## src/rtl/lc4_dword_seq.sv

```systemverilog
// rtl/lc4_dword_seq.sv - double-word negate/shift micro-sequencer driving the lc4 ALU (optional LC4_DWORD_SEQ_PERF_EN cycle counter)
module lc4_dword_seq #(
  parameter int WORD_SIZE = 256,
  parameter int INSN      = 19,
  parameter int CNT_W     = 8
) (
  input  logic                 clk,
  input  logic                 rst_n,
  input  logic                 i_cmd_valid,
  output logic                 o_cmd_ready,
  input  logic [1:0]           i_cmd_op,
  input  logic [CNT_W-1:0]     i_cmd_cnt,
  input  logic [WORD_SIZE-1:0] i_op_hi,
  input  logic [WORD_SIZE-1:0] i_op_lo,
  input  logic                 i_abort,
  output logic [INSN:0]        o_alu_insn,
  output logic [WORD_SIZE-1:0] o_alu_r1data,
  output logic [WORD_SIZE-1:0] o_alu_r2data,
  output logic                 o_alu_carry,
  input  logic [WORD_SIZE-1:0] i_alu_result,
  output logic [WORD_SIZE-1:0] o_res_hi,
  output logic [WORD_SIZE-1:0] o_res_lo,
  output logic                 o_done,
  output logic                 o_err,
  output logic [31:0]          o_perf_cycles
);

  localparam logic [1:0] OP_DNEG = 2'b00;
  localparam logic [1:0] OP_DSHR = 2'b01;
  localparam logic [1:0] OP_DSHL = 2'b10;
  localparam logic [1:0] OP_RSVD = 2'b11;

  localparam logic [4:0] ALU_TCS  = 5'b10100;
  localparam logic [4:0] ALU_TCDH = 5'b10101;
  localparam logic [4:0] ALU_SDRL = 5'b01111;
  localparam logic [4:0] ALU_SDRH = 5'b01110;
  localparam logic [4:0] ALU_SDL  = 5'b10010;
  localparam logic [4:0] ALU_SLL  = 5'b01100;

  typedef enum logic [1:0] {IDLE, STEP_A, STEP_B, DONE} state_t;

  state_t                 state, state_nxt;
  logic [WORD_SIZE-1:0]   hi, lo;
  logic [CNT_W-1:0]       cnt;
  logic [1:0]             op;
  logic                   zflag;
  logic                   cap_hi;

  // state register
  always_ff @(posedge clk) begin
    if (!rst_n) state <= IDLE;
    else        state <= state_nxt;
  end

  // next state plus the ALU instruction/operands for the current step
  always_comb begin
    state_nxt    = state;
    o_alu_insn   = '0;
    o_alu_r1data = '0;
    o_alu_r2data = '0;
    o_alu_carry  = 1'b0;
    cap_hi       = 1'b0;
    o_cmd_ready  = (state == IDLE);
    case (state)
      IDLE: begin
        if (i_cmd_valid) begin
          if (i_cmd_op == OP_RSVD)                         state_nxt = IDLE;
          else if (i_cmd_op != OP_DNEG && i_cmd_cnt == '0) state_nxt = DONE;
          else                                             state_nxt = STEP_A;
        end
      end
      STEP_A: begin
        case (op)
          OP_DNEG: begin
            o_alu_insn[INSN -: 5] = ALU_TCS;
            o_alu_r1data          = lo;
          end
          OP_DSHR: begin
            o_alu_insn[INSN -: 5] = ALU_SDRL;
            o_alu_r1data          = hi;
            o_alu_r2data          = lo;
          end
          default: begin
            o_alu_insn[INSN -: 5] = ALU_SDL;
            o_alu_r1data          = hi;
            o_alu_r2data          = lo;
            cap_hi                = 1'b1;
          end
        endcase
        state_nxt = i_abort ? IDLE : STEP_B;
      end
      STEP_B: begin
        case (op)
          OP_DNEG: begin
            o_alu_insn[INSN -: 5] = ALU_TCDH;
            o_alu_r1data          = hi;
            o_alu_carry           = zflag;
            cap_hi                = 1'b1;
          end
          OP_DSHR: begin
            o_alu_insn[INSN -: 5] = ALU_SDRH;
            o_alu_r1data          = hi;
            cap_hi                = 1'b1;
          end
          default: begin
            o_alu_insn[INSN -: 5] = ALU_SLL;
            o_alu_insn[3:0]       = 4'd1;
            o_alu_r1data          = lo;
          end
        endcase
        if (i_abort)                                    state_nxt = IDLE;
        else if (op == OP_DNEG || cnt == CNT_W'(1))     state_nxt = DONE;
        else                                            state_nxt = STEP_A;
      end
      DONE:    state_nxt = IDLE;
      default: state_nxt = IDLE;
    endcase
  end

  // operand latch, per-step result capture, result publish and pulses
  always_ff @(posedge clk) begin
    if (!rst_n) begin
      hi       <= '0;
      lo       <= '0;
      cnt      <= '0;
      op       <= '0;
      zflag    <= 1'b0;
      o_res_hi <= '0;
      o_res_lo <= '0;
      o_done   <= 1'b0;
      o_err    <= 1'b0;
    end else begin
      o_done <= 1'b0;
      o_err  <= 1'b0;
      case (state)
        IDLE: begin
          if (i_cmd_valid) begin
            op <= i_cmd_op;
            if (i_cmd_op == OP_RSVD) begin
              o_err <= 1'b1;
            end else begin
              hi    <= i_op_hi;
              lo    <= i_op_lo;
              cnt   <= i_cmd_cnt;
              zflag <= (i_op_lo == '0);
            end
          end
        end
        STEP_A, STEP_B: begin
          if (!i_abort) begin
            if (cap_hi) hi <= i_alu_result;
            else        lo <= i_alu_result;
            if (state == STEP_B) cnt <= cnt - CNT_W'(1);
          end
        end
        DONE: begin
          o_done   <= 1'b1;
          o_res_hi <= hi;
          o_res_lo <= lo;
        end
        default: ;
      endcase
    end
  end

`ifdef LC4_DWORD_SEQ_PERF_EN
  logic [31:0] perf;

  // count every ALU-issue cycle; only reset clears it
  always_ff @(posedge clk) begin
    if (!rst_n)                                 perf <= '0;
    else if (state == STEP_A || state == STEP_B) perf <= perf + 32'd1;
  end

  assign o_perf_cycles = perf;
`else
  assign o_perf_cycles = 32'd0;
`endif

endmodule

```

## config.mk

```make
export PLATFORM = sky130hd
export DESIGN_NAME = lc4_dword_seq
export DESIGN_NICKNAME = d
export VERILOG_FILES = /design/src/rtl/lc4_dword_seq.sv
export SDC_FILE = /design/constraint.sdc
export NUM_CORES = 2
export LEC_CHECK = 0
export CELL_PAD_IN_SITES_DETAIL_PLACEMENT = 1
export CELL_PAD_IN_SITES_GLOBAL_PLACEMENT = 1
export CORE_AREA = 4 4 718 720
export CTS_BUF_LIST = sky130_fd_sc_hd__clkbuf_4
export CTS_CLUSTER_DIAMETER = 200
export DETAILED_ROUTE_END_ITERATION = 12
export DIE_AREA = 0 0 722 724
export PLACE_DENSITY_LB_ADDON = 0.15
export SYNTH_ARGS = -nofsm -noshare
export SYNTH_HDL_FRONTEND = slang
export SYNTH_SLANG_ARGS = --single-unit
```

## constraint.sdc

```tcl
create_clock -name clk -period 3 [get_ports clk]
set_input_delay 0.6 -clock clk [delete_from_list [all_inputs] [get_ports clk]]
set_output_delay 0.6 -clock clk [all_outputs]
set_load 0.005 [all_outputs]
```

# Word-level counts from Yosys, hierarchy flattened
# Cells that the tools add are included.
dict set report classes {
  reduce_logical 16
  bitwise_logic 1
  n_mux 39
  n_eq_ne 12
  n_addsub 1
}
# cell n
set op_table {}
lappend op_table {{two-way mux 256 bit} 12}
lappend op_table {{one-hot mux 256 bit (2 select lines)} 3}
lappend op_table {{logical NOT 256 bit} 1}
lappend op_table {{two-way mux 8 bit} 4}
lappend op_table {{one-hot mux 5 bit (2 select lines)} 3}
lappend op_table {{one-hot mux 8 bit (2 select lines)} 1}
lappend op_table {{AND reduction 5 bit} 3}
lappend op_table {{two-way mux 2 bit} 6}
lappend op_table {{inequality test 2 bit, second input constant} 6}
lappend op_table {{equality test 8 x 1 -> 1 bit, second input constant} 1}
lappend op_table {{logical NOT 8 bit} 1}
lappend op_table {{two-way mux 1 bit} 8}
lappend op_table {{one-hot mux 2 bit (4 select lines)} 1}
lappend op_table {{subtractor 8 x 1 -> 8 bit, second input constant} 1}
lappend op_table {{equality test 2 bit, second input constant} 3}
lappend op_table {{AND reduction 3 bit} 2}
lappend op_table {{equality test 2 x 1 -> 1 bit, second input constant} 2}
lappend op_table {{logical NOT 2 bit} 2}
lappend op_table {{nonzero test 2 bit} 2}
lappend op_table {{OR reduction 2 bit} 2}
lappend op_table {{one-hot mux 1 bit (2 select lines)} 1}
lappend op_table {{AND reduction 2 bit} 1}
lappend op_table {{logical AND 1 bit} 1}
lappend op_table {{logical OR 1 bit} 1}
lappend op_table {{NOT 1 bit} 1}
dict set report word_totals {
  register_bits 1039
  elab_cells 79
  inputBits 782
  out_inout_bits 1080
}

# Depth between registers and ports, before layout
dict set report logic_depth {
  word_depth 7
  mapped_depth 10
}

# Worst setup path before layout
# OpenSTA, ideal clock, no wires.
dict set report synth_path {
  path_kind {reg2out}
  startpoint {register state[0]}
  endpoint {output o_alu_r1data[172]}
  path_slack_ns 0.429
  t_arrival_ns 1.971
  path_buffers 4
  required_time_ns 2.400
  path_stages_with_launch 8
  path_cell_list {dfxtp_1 inv_1 ha_1 buf_2 clkbuf_1 buf_1 clkbuf_1 nor2b_1}
}
dict set report synth_between {
  elab_chain_cells 2
  word_cells_on_any_way 3
}
# element line_no
set synth_rtl {}
lappend synth_rtl {{from (decl)} 42} ;# state_t state, state_nxt;
lappend synth_rtl {{from (signal assigned)} 52} ;# else state <= state_nxt;
lappend synth_rtl {{equality test 2 bit or equality test 2 x 1 -> 1 bit (tied branches)} 64} ;# case (state)
lappend synth_rtl {{one-hot mux 256 bit (2 select lines) *} 64}
lappend synth_rtl {{to (decl)} 17} ;# output logic [WORD_SIZE-1:0] o_alu_r1data,
# Every way passes the cells marked *; elsewhere a longest branch is shown, timed or not.

# Worst setup path after layout
dict set report layout_path {
  startpoint {register state[1]}
  endpoint {output o_alu_r1data[252]}
}
# Same word-level chain as after synthesis.

==> impl_metrics.py <==
metrics = {
    "finish": {
        "finalInstanceArea_sq_um": 96500,
        "drive_gt1_share_pct": 23.3,
        "fin_nets": 9151,
        "final_cells": 15400,
        "final_cell_mix": "1352 x clkdlybuf4s50_1, 1037 x dfxtp_1, 1025 x mux2i_1",
        "syn2layout_area_growth_pct": 93.6,
        "final_common_cell": "clkdlybuf4s50_1",
    },
    "timing": {
        "layout_worst_path_cycle_share_pct": 143,
        "fin_crit_ns": 4.30,
        "worst_slack_ns": -1.30,
        "grt_setup_unrepaired": "true",
        "hold_violations": 0,
        "tns_ns": -505.14,
        "slew_headroom_pct": 28.1,
        "skew_ns": 0.121,
        "whs_ns": 0.321,
        "fmax_ghz": 0.233,
        "tightest_slew_ns": 1.08,
        "setup_violations": 598,
        "slew_viol_final": 0,
    },
    "synth": {
        "synth_top_area_share_pct": 41.7,
        "synth.cell_area_sq_um": 49900,
        "ys_warn_count": 0,
        "synth.avg_cell_area_sq_um": 9.83,
        "ys_seq_area_share_pct": 41.7,
        "post_synth_main_area_contributors": "dfxtp_1 42%, mux2i_1 21%, o211a_1 10%",
        "synth-seq-cells": 1039,
        "synth_area_leader_cell": "dfxtp_1",
        "ys_types": 42,
        "synthCells": 5075,
    },
    "place": {
        "portBuffers": 1815,
        "dp_hpwl_um": 358000,
        "dpl_cell_area_sq_um": 79300,
        "placed_cells": 13600,
        "place_congestion": 0.830,
    },
    "setup_path": {
        "worstPathRequired_ns": 2.40,
        "critical_path_class": "flip-flop to output pin",
        "cp-end-kind": "output pin",
        "cpPeakStageDelay_ns": 0.57,
        "path_cells": "inv_4 > ha_4 > nor2b_4 > nand2b_4 > buf_4 > clkbuf_16 > a22oi_1 > nor2b_1 > clkdlybuf4s50_1",
        "cp_num_buf_inv": 4,
        "startpoint_type": "flip-flop",
        "crit_slowest_cell": "clkdlybuf4s50_1",
        "arrival_ns": 3.70,
        "path_max_fanout": 13,
        "path_delay_family": "buffers and inverters",
    },
    "detailed_routing": {
        "wl_um": 455000,
        "vias": 54700,
        "drtAntennaViolNets": 0,
        "wl_per_cell_um": 29.6,
        "viasPerCell": 3.55,
        "drt-pass1-iter-count": 5,
        "drt_iter0_drc": 2468,
        "drcViolationCount": 0,
    },
    "floorplanning": {
        "die_y_um": 724,
        "rows": 262,
        "initial_core_util_pct": 9.81,
        "die_width_um": 722,
        "io_pins": 1862,
        "core_sq_um": 508000,
        "dieArea_sq_um": 523000,
    },
    "global_route": {
        "grtUsageTotal_pct": 16.1,
        "antenna_found_initial": 137,
        "grt.overflow.total": 0,
        "grt_pass1_vias": 57800,
        "grt_pass1_wl_um": 570000,
        "grt_start_max_net_pins": 141,
    },
    "pwr": {
        "p_leak_nw": 40.3,
        "powerDensity_nw_per_um2": 551,
        "max-vdd-ir-drop_uv": 261,
    },
    "cts": {
        "cts_root_buf": "clkbuf_4",
        "cts_buffers": 365,
        "clkTransAtPathRegs_ns": 0.06,
        "cts_buffer_depth": 4,
        "htree_levels": 5,
        "cts_tree": "yes",
        "clk_latency_ns": 1.40,
        "cts_sinks": 1039,
    },
    "min_path": {
        "hp-class": "input port to flip-flop",
    },
    "run": {
        "maxCapViolations": 0,
    },
    "outcome": {
        "status": "finished with violations",
        "violations": "negative setup slack",
    },
}
## per-layer routing
metal / share of wire [%] / global-route usage, % / vias up
li1: - / - / 24700
met1: 42 / 19.2 / 27500
met2: 50 / 29.1 / 1783
met3: 5.5 / 3.69 / 563
met4: 2.3 / 3.58 / 50
met5: 0.070 / 0 / -
## registers in the layout, indices dropped and copies added, names as in the netlist
name	flops
o_res_lo	256
cnt	8
o_done	1
state	2
op	2
o_err	1
hi	256
lo	256
o_res_hi	256
zflag	1
## power by group
part           total, mW  internal (mW)  switching (mW)
registers           18.8           15.5            3.39
logic               17.8           9.05            8.72
clock network       16.6           8.45            8.13
## cells in the mapped netlist
library cell,n
a211o_1,1
a211oi_1,1
a211oi_2,1
a21boi_0,7
a21o_1,2
a21oi_1,5
a21oi_2,1
a22oi_1,257
a31oi_1,2
a41oi_1,1
and2_1,258
and3_1,2
buf_1,51
buf_2,79
buf_4,46
clkbuf_1,327
conb_1,1
dfxtp_1,1039
ha_1,7
inv_1,9
mux2_2,2
mux2i_1,1025
nand2_1,529
nand2b_1,5
nand3_1,6
nand3b_1,1
nand4_1,16
nor2_1,11
nor2b_1,775
nor3_1,2
nor4_1,69
nor4b_1,1
nor4bb_1,1
o211a_1,515
o21a_1,2
o21ai_0,9
o221a_2,2
o22ai_1,2
o31a_1,1
or3b_2,1
or4_1,2
xnor2_1,1
## worst paths after layout
path              slack [ns]       start                 to  cells past startpoint
hold reg to reg         0.49     lo[219]      o_res_lo[219]                      2
hold / removal          0.32  i_op_lo[9]              lo[9]                      4
setup reg to reg           0    state[1]             hi[13]                     13
setup / recovery       -1.30    state[1]  o_alu_r1data[252]                      9
## kinds of logic (layout without fill, tap and decap cells)
family                     count (synthesis)  in the layout  synth area share [%]
AOI/OAI and AO/OA                        809            809                  14.7
xor gates and xnor gates                   1              1                0.0176
adders and majority gates                  7              7                 0.176
buffers and inverters                    512           4006                  4.40
DFF                                     1039           1039                  41.7
muxes                                   1027           1027                  20.6
other                                      1            104               0.00752
and+or+nand+nor                         1679           1679                  18.4
## area by class of cell
type                            instances  area (sq um)
Clock buffer                          551          4140
Antenna cell                           58           145
Sequential cell                      1039         20800
Inverter                                9          36.3
Clock inverter                         68           455
Multi-Input combinational cell       3569         28700
Tap cell                             6732          8420
Fill cell                           58800        412000
Timing Repair Buffer                 3378         33900
## tightest hold or removal path, stage by stage
cell	delay, ns
clkdlybuf4s50_1	0.60
mux2i_1	0.17
nand2_1	0.09
o211a_1	0.14
## timing repair
item	CTS	global route
setup buffers	26	172
hold buffers	887	0
cloned	13	31
endpoints found under the hold margin	835	0
pin swaps	5	83
resized for setup	461	1232
endpoints found under the setup margin	1353	1391
## metrics by stage
stage	util [%]	worst slack [ns]	total power, mW
after floorplan	-	0.429	23.5
after global routing	19.0	-1.70	56.2
after detailed placement	15.6	-1.57	33.2
after global placement	15.6	-1.55	33.1
after CTS	18.4	-1.78	53.0
final	19.0	-1.30	53.2
Power figures use the tool's default switching activity.
